## src/rtl/axi_lite_arb_pkg.sv

```systemverilog
// Shared types and defaults for the AXI4-Lite requester arbiter.
//   arb_state_e : sequencing states of the arbiter FSM
//   ARB_ADDR_W  : default requester/master address width
//   ARB_DATA_W  : default data width
package axi_lite_arb_pkg;

    localparam int ARB_ADDR_W = 32;
    localparam int ARB_DATA_W = 32;

    typedef enum logic [1:0] {
        IDLE  = 2'd0,
        ISSUE = 2'd1,
        WAIT  = 2'd2,
        RESP  = 2'd3
    } arb_state_e;

endpackage

```

## src/rtl/axi_arb_rr_pick.sv

```systemverilog
// Combinational rotating-priority encoder for round-robin arbitration.
// Scans last+1, last+2, ... (mod NUM_REQ) and reports the first set request.
// Ports:
//   req   in  [NUM_REQ]          request vector
//   last  in  [$clog2(NUM_REQ)]  index granted most recently
//   valid out                    at least one request is set
//   idx   out [$clog2(NUM_REQ)]  winning requester index
module axi_arb_rr_pick #(
    parameter int NUM_REQ = 4
) (
    input  logic [NUM_REQ-1:0]         req,
    input  logic [$clog2(NUM_REQ)-1:0] last,
    output logic                       valid,
    output logic [$clog2(NUM_REQ)-1:0] idx
);

    localparam int IDX_W = $clog2(NUM_REQ);

    logic [IDX_W-1:0] pos;

    always_comb begin
        valid = 1'b0;
        idx   = '0;
        pos   = '0;
        // Walk from the farthest slot back toward last+1 so the nearest
        // requester after last is the one left standing.
        for (int off = NUM_REQ; off >= 1; off--) begin
            pos = IDX_W'((int'(last) + off) % NUM_REQ);
            if (req[pos]) begin
                valid = 1'b1;
                idx   = pos;
            end
        end
    end

endmodule

```

## src/rtl/axi_lite_req_arbiter.sv

```systemverilog
// Shares one AXI4-Lite master internal port between NUM_REQ requesters.
// Round-robin arbitration, one outstanding transaction at a time. The winning
// command is latched in IDLE, presented to the master with a one-cycle
// transfer pulse, held until ready, and completed with a one-cycle ack.
//
// Optional feature: define AXI_ARB_LOCK_EN to add req_lock, which lets the
// last granted requester keep the bus while it holds both req and req_lock.
//
// Ports:
//   ACLK, ARESET         clock, synchronous active-high reset
//   req/req_write        per-requester request and direction (1=write)
//   req_addr/req_wdata   packed payloads, requester i at [i*W +: W]
//   req_lock             (AXI_ARB_LOCK_EN only) per-requester lock request
//   ack/ack_rdata        one-cycle completion pulse and read data
//   grant_idx            current/last granted requester
//   busy                 high from grant through the ack cycle
//   transfer/ready       master start pulse / completion pulse
//   addr/wdata/write     master command, stable from transfer until ready
//   rdata                master read data, valid with ready
//
// state | meaning
// ------+----------------------------------------------------------
// IDLE  | no transaction; arbitrate and latch the winner's command
// ISSUE | transfer pulse to the master
// WAIT  | command held; waiting for ready
// RESP  | ack pulse to the granted requester; rr pointer updated
module axi_lite_req_arbiter
    import axi_lite_arb_pkg::*;
#(
    parameter int NUM_REQ = 4,
    parameter int ADDR_W  = ARB_ADDR_W,
    parameter int DATA_W  = ARB_DATA_W
) (
    input  logic                       ACLK,
    input  logic                       ARESET,
    input  logic [NUM_REQ-1:0]         req,
    input  logic [NUM_REQ-1:0]         req_write,
    input  logic [NUM_REQ*ADDR_W-1:0]  req_addr,
    input  logic [NUM_REQ*DATA_W-1:0]  req_wdata,
`ifdef AXI_ARB_LOCK_EN
    input  logic [NUM_REQ-1:0]         req_lock,
`endif
    output logic [NUM_REQ-1:0]         ack,
    output logic [DATA_W-1:0]          ack_rdata,
    output logic [$clog2(NUM_REQ)-1:0] grant_idx,
    output logic                       busy,
    output logic                       transfer,
    input  logic                       ready,
    output logic [ADDR_W-1:0]          addr,
    output logic [DATA_W-1:0]          wdata,
    output logic                       write,
    input  logic [DATA_W-1:0]          rdata
);

    localparam int IDX_W = $clog2(NUM_REQ);

    arb_state_e         state_q, state_d;
    logic [IDX_W-1:0]   gidx_q, gidx_d;
    logic [IDX_W-1:0]   last_q, last_d;
    logic [ADDR_W-1:0]  addr_q, addr_d;
    logic [DATA_W-1:0]  wdata_q, wdata_d;
    logic               write_q, write_d;
    logic               busy_q, busy_d;
    logic               transfer_q, transfer_d;
    logic [NUM_REQ-1:0] ack_q, ack_d;
    logic [DATA_W-1:0]  ack_rdata_q, ack_rdata_d;
`ifdef AXI_ARB_LOCK_EN
    logic               lock_q, lock_d;
`endif

    logic               pick_valid;
    logic [IDX_W-1:0]   pick_idx;
    logic               grant_ok;
    logic [IDX_W-1:0]   sel_idx;

    axi_arb_rr_pick #(
        .NUM_REQ (NUM_REQ)
    ) u_rr_pick (
        .req   (req),
        .last  (last_q),
        .valid (pick_valid),
        .idx   (pick_idx)
    );

    always_comb begin
        state_d     = state_q;
        gidx_d      = gidx_q;
        last_d      = last_q;
        addr_d      = addr_q;
        wdata_d     = wdata_q;
        write_d     = write_q;
        busy_d      = busy_q;
        transfer_d  = 1'b0;
        ack_d       = '0;
        ack_rdata_d = ack_rdata_q;
        grant_ok    = 1'b0;
        sel_idx     = pick_idx;
`ifdef AXI_ARB_LOCK_EN
        lock_d      = lock_q;
`endif
        case (state_q)
            IDLE: begin
`ifdef AXI_ARB_LOCK_EN
                // A held lock re-grants the previous owner ahead of round-robin;
                // dropping either req or req_lock hands the bus back to rr.
                if (lock_q && req[gidx_q] && req_lock[gidx_q]) begin
                    sel_idx  = gidx_q;
                    grant_ok = 1'b1;
                end else begin
                    grant_ok = pick_valid;
                end
                lock_d = 1'b0;
`else
                grant_ok = pick_valid;
`endif
                if (grant_ok) begin
                    gidx_d     = sel_idx;
                    busy_d     = 1'b1;
                    transfer_d = 1'b1;
                    state_d    = ISSUE;
                    for (int i = 0; i < NUM_REQ; i++) begin
                        if (sel_idx == IDX_W'(i)) begin
                            addr_d  = req_addr[i*ADDR_W +: ADDR_W];
                            wdata_d = req_wdata[i*DATA_W +: DATA_W];
                            write_d = req_write[i];
                        end
                    end
                end
            end
            ISSUE: begin
                state_d = WAIT;
            end
            WAIT: begin
                if (ready) begin
                    ack_rdata_d    = write_q ? '0 : rdata;
                    ack_d[gidx_q]  = 1'b1;
                    state_d        = RESP;
                end
            end
            RESP: begin
                // Re-granting the same index under lock leaves last unchanged,
                // so the rr pointer does not move while the lock is held.
                last_d  = gidx_q;
                busy_d  = 1'b0;
                state_d = IDLE;
`ifdef AXI_ARB_LOCK_EN
                lock_d  = req_lock[gidx_q];
`endif
            end
            default: begin
                state_d = IDLE;
            end
        endcase
    end

    always_ff @(posedge ACLK) begin
        if (ARESET) begin
            state_q     <= IDLE;
            gidx_q      <= '0;
            last_q      <= IDX_W'(NUM_REQ - 1);
            addr_q      <= '0;
            wdata_q     <= '0;
            write_q     <= 1'b0;
            busy_q      <= 1'b0;
            transfer_q  <= 1'b0;
            ack_q       <= '0;
            ack_rdata_q <= '0;
`ifdef AXI_ARB_LOCK_EN
            lock_q      <= 1'b0;
`endif
        end else begin
            state_q     <= state_d;
            gidx_q      <= gidx_d;
            last_q      <= last_d;
            addr_q      <= addr_d;
            wdata_q     <= wdata_d;
            write_q     <= write_d;
            busy_q      <= busy_d;
            transfer_q  <= transfer_d;
            ack_q       <= ack_d;
            ack_rdata_q <= ack_rdata_d;
`ifdef AXI_ARB_LOCK_EN
            lock_q      <= lock_d;
`endif
        end
    end

    assign ack       = ack_q;
    assign ack_rdata = ack_rdata_q;
    assign grant_idx = gidx_q;
    assign busy      = busy_q;
    assign transfer  = transfer_q;
    assign addr      = addr_q;
    assign wdata     = wdata_q;
    assign write     = write_q;

endmodule

```

## config.mk

```make
export PLATFORM = sky130hd
export DESIGN_NAME = axi_lite_req_arbiter
export DESIGN_NICKNAME = d
export VERILOG_FILES = /design/src/rtl/axi_lite_arb_pkg.sv /design/src/rtl/axi_arb_rr_pick.sv /design/src/rtl/axi_lite_req_arbiter.sv
export SDC_FILE = /design/constraint.sdc
export NUM_CORES = 1
export LEC_CHECK = 0
export ABC_CLOCK_PERIOD_IN_PS = 2050
export CORE_AREA = 8 8 150 152
export CTS_CLUSTER_DIAMETER = 60
export CTS_CLUSTER_SIZE = 10
export DETAILED_ROUTE_END_ITERATION = 8
export DIE_AREA = 0 0 158 160
export PLACE_DENSITY = 0.66
export SYNTH_ARGS = -nofsm -noshare
export SYNTH_HDL_FRONTEND = slang
export SYNTH_HIERARCHICAL = 1
export SYNTH_SLANG_ARGS = --single-unit
export TNS_END_PERCENT = 10
```

## constraint.sdc

```tcl
create_clock -name ACLK -period 2.05 [get_ports ACLK]
set_input_delay 0.41 -clock ACLK [delete_from_list [all_inputs] [get_ports ACLK]]
set_output_delay 0.41 -clock ACLK [all_outputs]
set_load 0.005 [all_outputs]
```

======== Word level (Yosys, flattened, before mapping) ========
Index checks and enable logic that the tools add are counted.
word-level totals
  register bits after elaboration ......... 109
  bits in latches ......................... 0
  RAM bits ................................ 0
  memory bits (read-only) ................. 0
  bits of input ports ..................... 299
  memories kept ........................... 0
operators by class
  add/subtract/negate cells ............... 4
  multiply operators ...................... 0
  divide/modulo/power cells ............... 0
  magnitude comparators ................... 6
  equal/unequal tests ..................... 8
  shift-type cells ........................ 0
  muxes and demuxes ....................... 37
  bitwise logic cells ..................... 3
  reduce and logical (&&, ||, !) cells .... 12
operators with widths
  kind                   number
  $mux W32               9
  $lt A2 B3 Y1 const B   5
  $mux W1                15
  $mux W2                6
  $bmux W1 S2            4
  $eq A2 B2 Y1 const B   4
  $pmux W2 S4            1
  $reduce_and A2 Y1      4
  $add A2 B1 Y2 const B  2
  $add A2 B2 Y2 const B  2
  $eq A2 B1 Y1 const B   2
  $logic_not A2 Y1       2
  $ne A2 B2 Y1 const B   2
  $reduce_bool A4 Y1     1
  $not A1 Y1             3
  $reduce_and A3 Y1      1
  $reduce_or A3 Y1       1
  $demux W1 S2           1
  $ge A2 B1 Y1 const B   1
  $pmux W1 S2            1
  $reduce_bool A2 Y1     1
  $reduce_or A2 Y1       1
  $logic_and A1 B1 Y1    1

======== Longest topological paths before layout ========
  depth in word-level cells ............... 12
  depth in mapped cells ................... 9

======== Hierarchy ========
The synthesis kept the hierarchy.
modules (own cells, without submodules)
  module                times used  cells an instance  area each (sq um)
  axi_lite_req_arbiter  1           486                5205.0
  axi_arb_rr_pick       1           14                 91.3

======== Worst setup path after synthesis ========
Ideal clock, no wire load.
  path type ............................... input -> register
  from .................................... input req[0]
  to ...................................... register addr_q[10], in the netlist addr[10]
  setup time .............................. 0.122 ns
  arrival time ............................ 1.713 ns
  data required time ...................... 1.928 ns
  setup slack ............................. 0.214 ns
  stages .................................. 8
  buffers on the path ..................... 2
  cells stage by stage .................... a21oi_1 -> a31oi_1 -> a21oi_1 -> buf_2 -> clkbuf_1 -> mux2_2 -> a22oi_1 -> o21ai_1
on the way
  cells in the longest elaborated chain, start to end .. 10
  elaborated cells between the ends (all ways) .. 25
  those cells by class .................... eq/ne: 3; mux: 19; reduce/logical: 3
RTL lines
  element                        RTL line                     text
  from (decl)                    axi_lite_req_arbiter.sv:36   input logic [NUM_REQ-1:0] req,
  $bmux W1 S2                    axi_arb_rr_pick.sv:29        if (req[pos]) begin
  $mux W1 (implied by the code)  axi_arb_rr_pick.sv:29
  $mux W2 (3 in a row)           axi_arb_rr_pick.sv:29
  $mux W2 (*)                    axi_arb_rr_pick.sv:29
  named net pick_idx[1]          axi_lite_req_arbiter.sv:72   logic [IDX_W-1:0] pick_idx;
  $eq A2 B1 Y1                   axi_lite_req_arbiter.sv:122  if (sel_idx == IDX_W'(i)) begin
  $mux W32 (3 in a row)          axi_lite_req_arbiter.sv:122
  to (signal assigned)           axi_lite_req_arbiter.sv:175  addr_q <= addr_d;
  to (decl)                      axi_lite_req_arbiter.sv:60   logic [ADDR_W-1:0] addr_q, addr_d;
Mark *: on every way through the listed nets, which the timed path passes. The rest lies on a longest branch. The select of a mux whose other input is x is not followed.
A chain may end at the register's enable or synchronous reset.

======== Worst setup path after layout ========
  from .................................... input req[2]
  to ...................................... register wdata_q[8], in the netlist wdata[8]
on the way
  cells in the longest elaborated chain, start to end .. 10
  elaborated cells between the ends (all ways) .. 25
  those cells by class .................... eq/ne: 3; mux: 19; reduce/logical: 3
RTL lines
  element                        RTL line                     text
  $bmux W1 S2                    axi_arb_rr_pick.sv:29
  $mux W1 (implied by the code)  axi_arb_rr_pick.sv:29
  $mux W2 (3 in a row)           axi_arb_rr_pick.sv:29
  $mux W2 (*)                    axi_arb_rr_pick.sv:29
  named net pick_idx[1]          axi_lite_req_arbiter.sv:72
  $eq A2 B1 Y1                   axi_lite_req_arbiter.sv:122
  $mux W32 (3 in a row)          axi_lite_req_arbiter.sv:122
  to (signal assigned)           axi_lite_req_arbiter.sv:176  wdata_q <= wdata_d;
  to (decl)                      axi_lite_req_arbiter.sv:61   logic [DATA_W-1:0] wdata_q, wdata_d;
Marks and branches as above.

==> impl_metrics.yaml <==
finish:
  stdcell_count: 1195
  drive_gt1_share_pct: 15.58
  finalInstanceArea_sq_mm: 0.01035
  final_nets: 1223
  areaGrowthSynthToFinish_pct: 95.51
  fillerInstances: 1874
  final_core_util_pct: 51.67
sta:
  setup_viol_count_final: 0
  period_share_pct: 95.23
  hold_violations: 0
  fin_worst_skew_ps: 17.88
  period_needed_ps: 1952
  grt_setup_unrepaired: "false"
  tightest_slew_ps: 259.0
  clock.fmax_mhz: 512.2
  setup_ws_ps: 97.80
  fin_tns_setup_ps: 0
  slew_headroom_pct: 82.24
  drv_slew: 0
synth:
  yosysTopAreaCellShare_pct: 41.20
  synth_seq_cells: 109
  synth_cell_types: 35
  synth_commonest_cells: "dfxtp_1, mux2i_1, a22oi_1, mux2_2, o21ai_1"
  synth_area_leaders: "dfxtp_1, mux2_2, mux2i_1"
  synth_area_leader_cell: "dfxtp_1"
  synthArstFlopShare_pct: 0
  synth_fp_nets: 803
  synth-edff-count: 0
  synth_warnings: 6
  syn_inst: 500
  avgSynthCellArea_sq_um: 10.59
  ys.flop_type: "dfxtp_1"
  ys_seq_area_share_pct: 41.20
  yosysMostFrequentCell: "dfxtp_1"
  syn_area_sq_mm: 0.005296
detailed_routing:
  drcViolationCount: 0
  drt_wl_total_um: 25830
  drtIter0Drc: 228
  via_per_inst: 4.753
  antenna_left: 0
  drt_pass1_iterations: 4
  vias: 5680
  wl_per_cell_um: 21.61
grt:
  grt_use_total_pct: 19.17
  grt_max_degree: 41
  grt-ovfl-total: 0
  grt_pass1_vias: 6116
  grt_pass1_wl_um: 37020
  antenna_found_initial: 1
clock_network:
  cts.reportedPaths.clkPinSlew_ps: 70
  cts_tree: "done"
  cts.sinks: 109
  cts_buffers: 9
  clock_path_buffers: 2
  ctsHoldBuffers: 0
  ctsRootBufferMaster: "clkbuf_16"
  clk_latency_ps: 350
  cts_max_level: 3
die:
  rows: 52
  die_h_um: 160
  pin_count: 404
  core_sq_mm: 0.02004
  dieWidth_um: 158
  start_util_pct: 26.43
  die-area_sq_mm: 0.02528
setup_path:
  critPathKind: "input port to flop"
  cp_top_family: "buffers and inverters"
  reg2reg_slack_ps: 150
  worst-path-buf-inv: 4
  critPathSlowestCell: "clkdlybuf4s50_1"
  cp.arrival_ps: 2180
  critPathMaxStageDelay_ps: 500
  path_cells: "clkdlybuf4s50_1, nor2_1, a21oi_4, buf_12, buf_12, buf_12, mux2_2, a22oi_1, o21ai_1"
  cp.required_ps: 2280
  crit_path_end_kind: "flop"
  startpoint_type: "input port"
  worstPathMaxFanout: 10
  path_common_cell: "buf_12"
pwr:
  power_density_mw_per_mm2: 899.6
  ir_drop_mv: 0.3954
  p_leak_uw: 0.003839
run:
  cap_violations: 0
placed_design:
  dpl_worst_slack_ps: -339.0
  dpl.hpwl_um: 20160
  post-place-cells: 1168
  portBuffers: 403
  dpl-instance-area_sq_mm: 0.009866
  routabilityCongestion: 0.8130
run_status:
  status: "complete, no violations"
min_path:
  hold_class: "flop to flop"
==> cell families after synthesis <==
group / synth area share [%]
compound gates: 22.63
mux: 26.29
flops: 41.20
buf+inv: 5.670
simple gates: 3.260
fa+ha+maj: 0.9450
==> timing repair <==
item,CTS,global route
resized for setup,0,17
buffers inserted,0,9
setup endpoints to repair,0,56
==> cells in the final DEF, fill, tap and decap left out, drive strengths merged, types with 2 or more instances in the layout <==
| cell | Yosys | final |
|---|---|---|
| mux2 | 65 | 65 |
| buf | 32 | 46 |
| nor3b | 2 | 2 |
| mux2i | 66 | 66 |
| a22oi | 65 | 65 |
| a211o | 2 | 2 |
| inv | 5 | 7 |
| nor3 | 3 | 3 |
| o21ai | 66 | 66 |
| ha | 4 | 4 |
| a22o | 32 | 32 |
| clkbuf | 11 | 12 |
| dfxtp | 109 | 109 |
| nand2b | 4 | 4 |
| clkinv | 0 | 3 |
| a21oi | 10 | 10 |
| dlymetal6s2s | 0 | 3 |
| nand3 | 4 | 4 |
| clkdlybuf4s50 | 0 | 400 |
| nand2 | 4 | 4 |
| nor2 | 4 | 4 |
| and2b | 2 | 2 |
==> power breakdown <==
part           total [uW]  internal [uW]  switching, uW
clock network        1790            958            836
registers            3060           2720            346
logic                4460           2710           1750
==> sequential cells by signal, indices dropped and copies added, names as in the netlist <==
register	flops
write	1
ack_rdata	32
addr	32
grant_idx	2
last_q	2
busy	1
transfer	1
ack	4
state_q	2
wdata	32
==> worst min-delay path, stage by stage (launching register included) <==
cell	delay [ps]
dfxtp_1	310
o21ai_0	70
a21oi_1	60
==> stage by stage <==
stage	hold WS (ps)	total power, uW
global placement	459.4	7397
finish	482.0	9315
floorplan	465.0	4860
CTS	485.1	9273
detailed placement	465.6	7425
global route	503.5	9881
==> cell type report <==
cell class	count	area, sq um	share of cell area [%]
Timing Repair Buffer	452	4641	44.82
Sequential cell	109	2183	21.09
Tap cell	270	337.8	3.262
Clock inverter	6	72.57	0.7008
Inverter	5	18.77	0.1812
Antenna cell	1	2.502	0.02417
Multi-Input combinational cell	343	2874	27.76
Clock buffer	9	225.2	2.175
==> per-layer routing <==
| layer | track usage, % | share of wire [%] | vias up |
|---|---|---|---|
| met5 | 0 | 0 | - |
| met4 | 5.103 | 1.2 | 0 |
| met3 | 7.665 | 11 | 19 |
| met2 | 34.17 | 50 | 264 |
| met1 | 20.47 | 38 | 2662 |
| li1 | - | - | 2735 |
==> final timing paths <==
| kind | startpoint | cells past startpoint | endpoint |
|---|---|---|---|
| worst min register to register | busy$_SDFFE_PP0P_ | 2 | busy$_SDFFE_PP0P_ |
| worst max-delay path | req[2] | 9 | wdata[8]$_SDFFE_PP0P_ |
| worst min-delay path | busy$_SDFFE_PP0P_ | 2 | busy$_SDFFE_PP0P_ |
| worst max register to register | last_q[1]$_SDFFE_PP1P_ | 9 | wdata[8]$_SDFFE_PP0P_ |
Note: power is estimated with default switching activity, not from simulation.
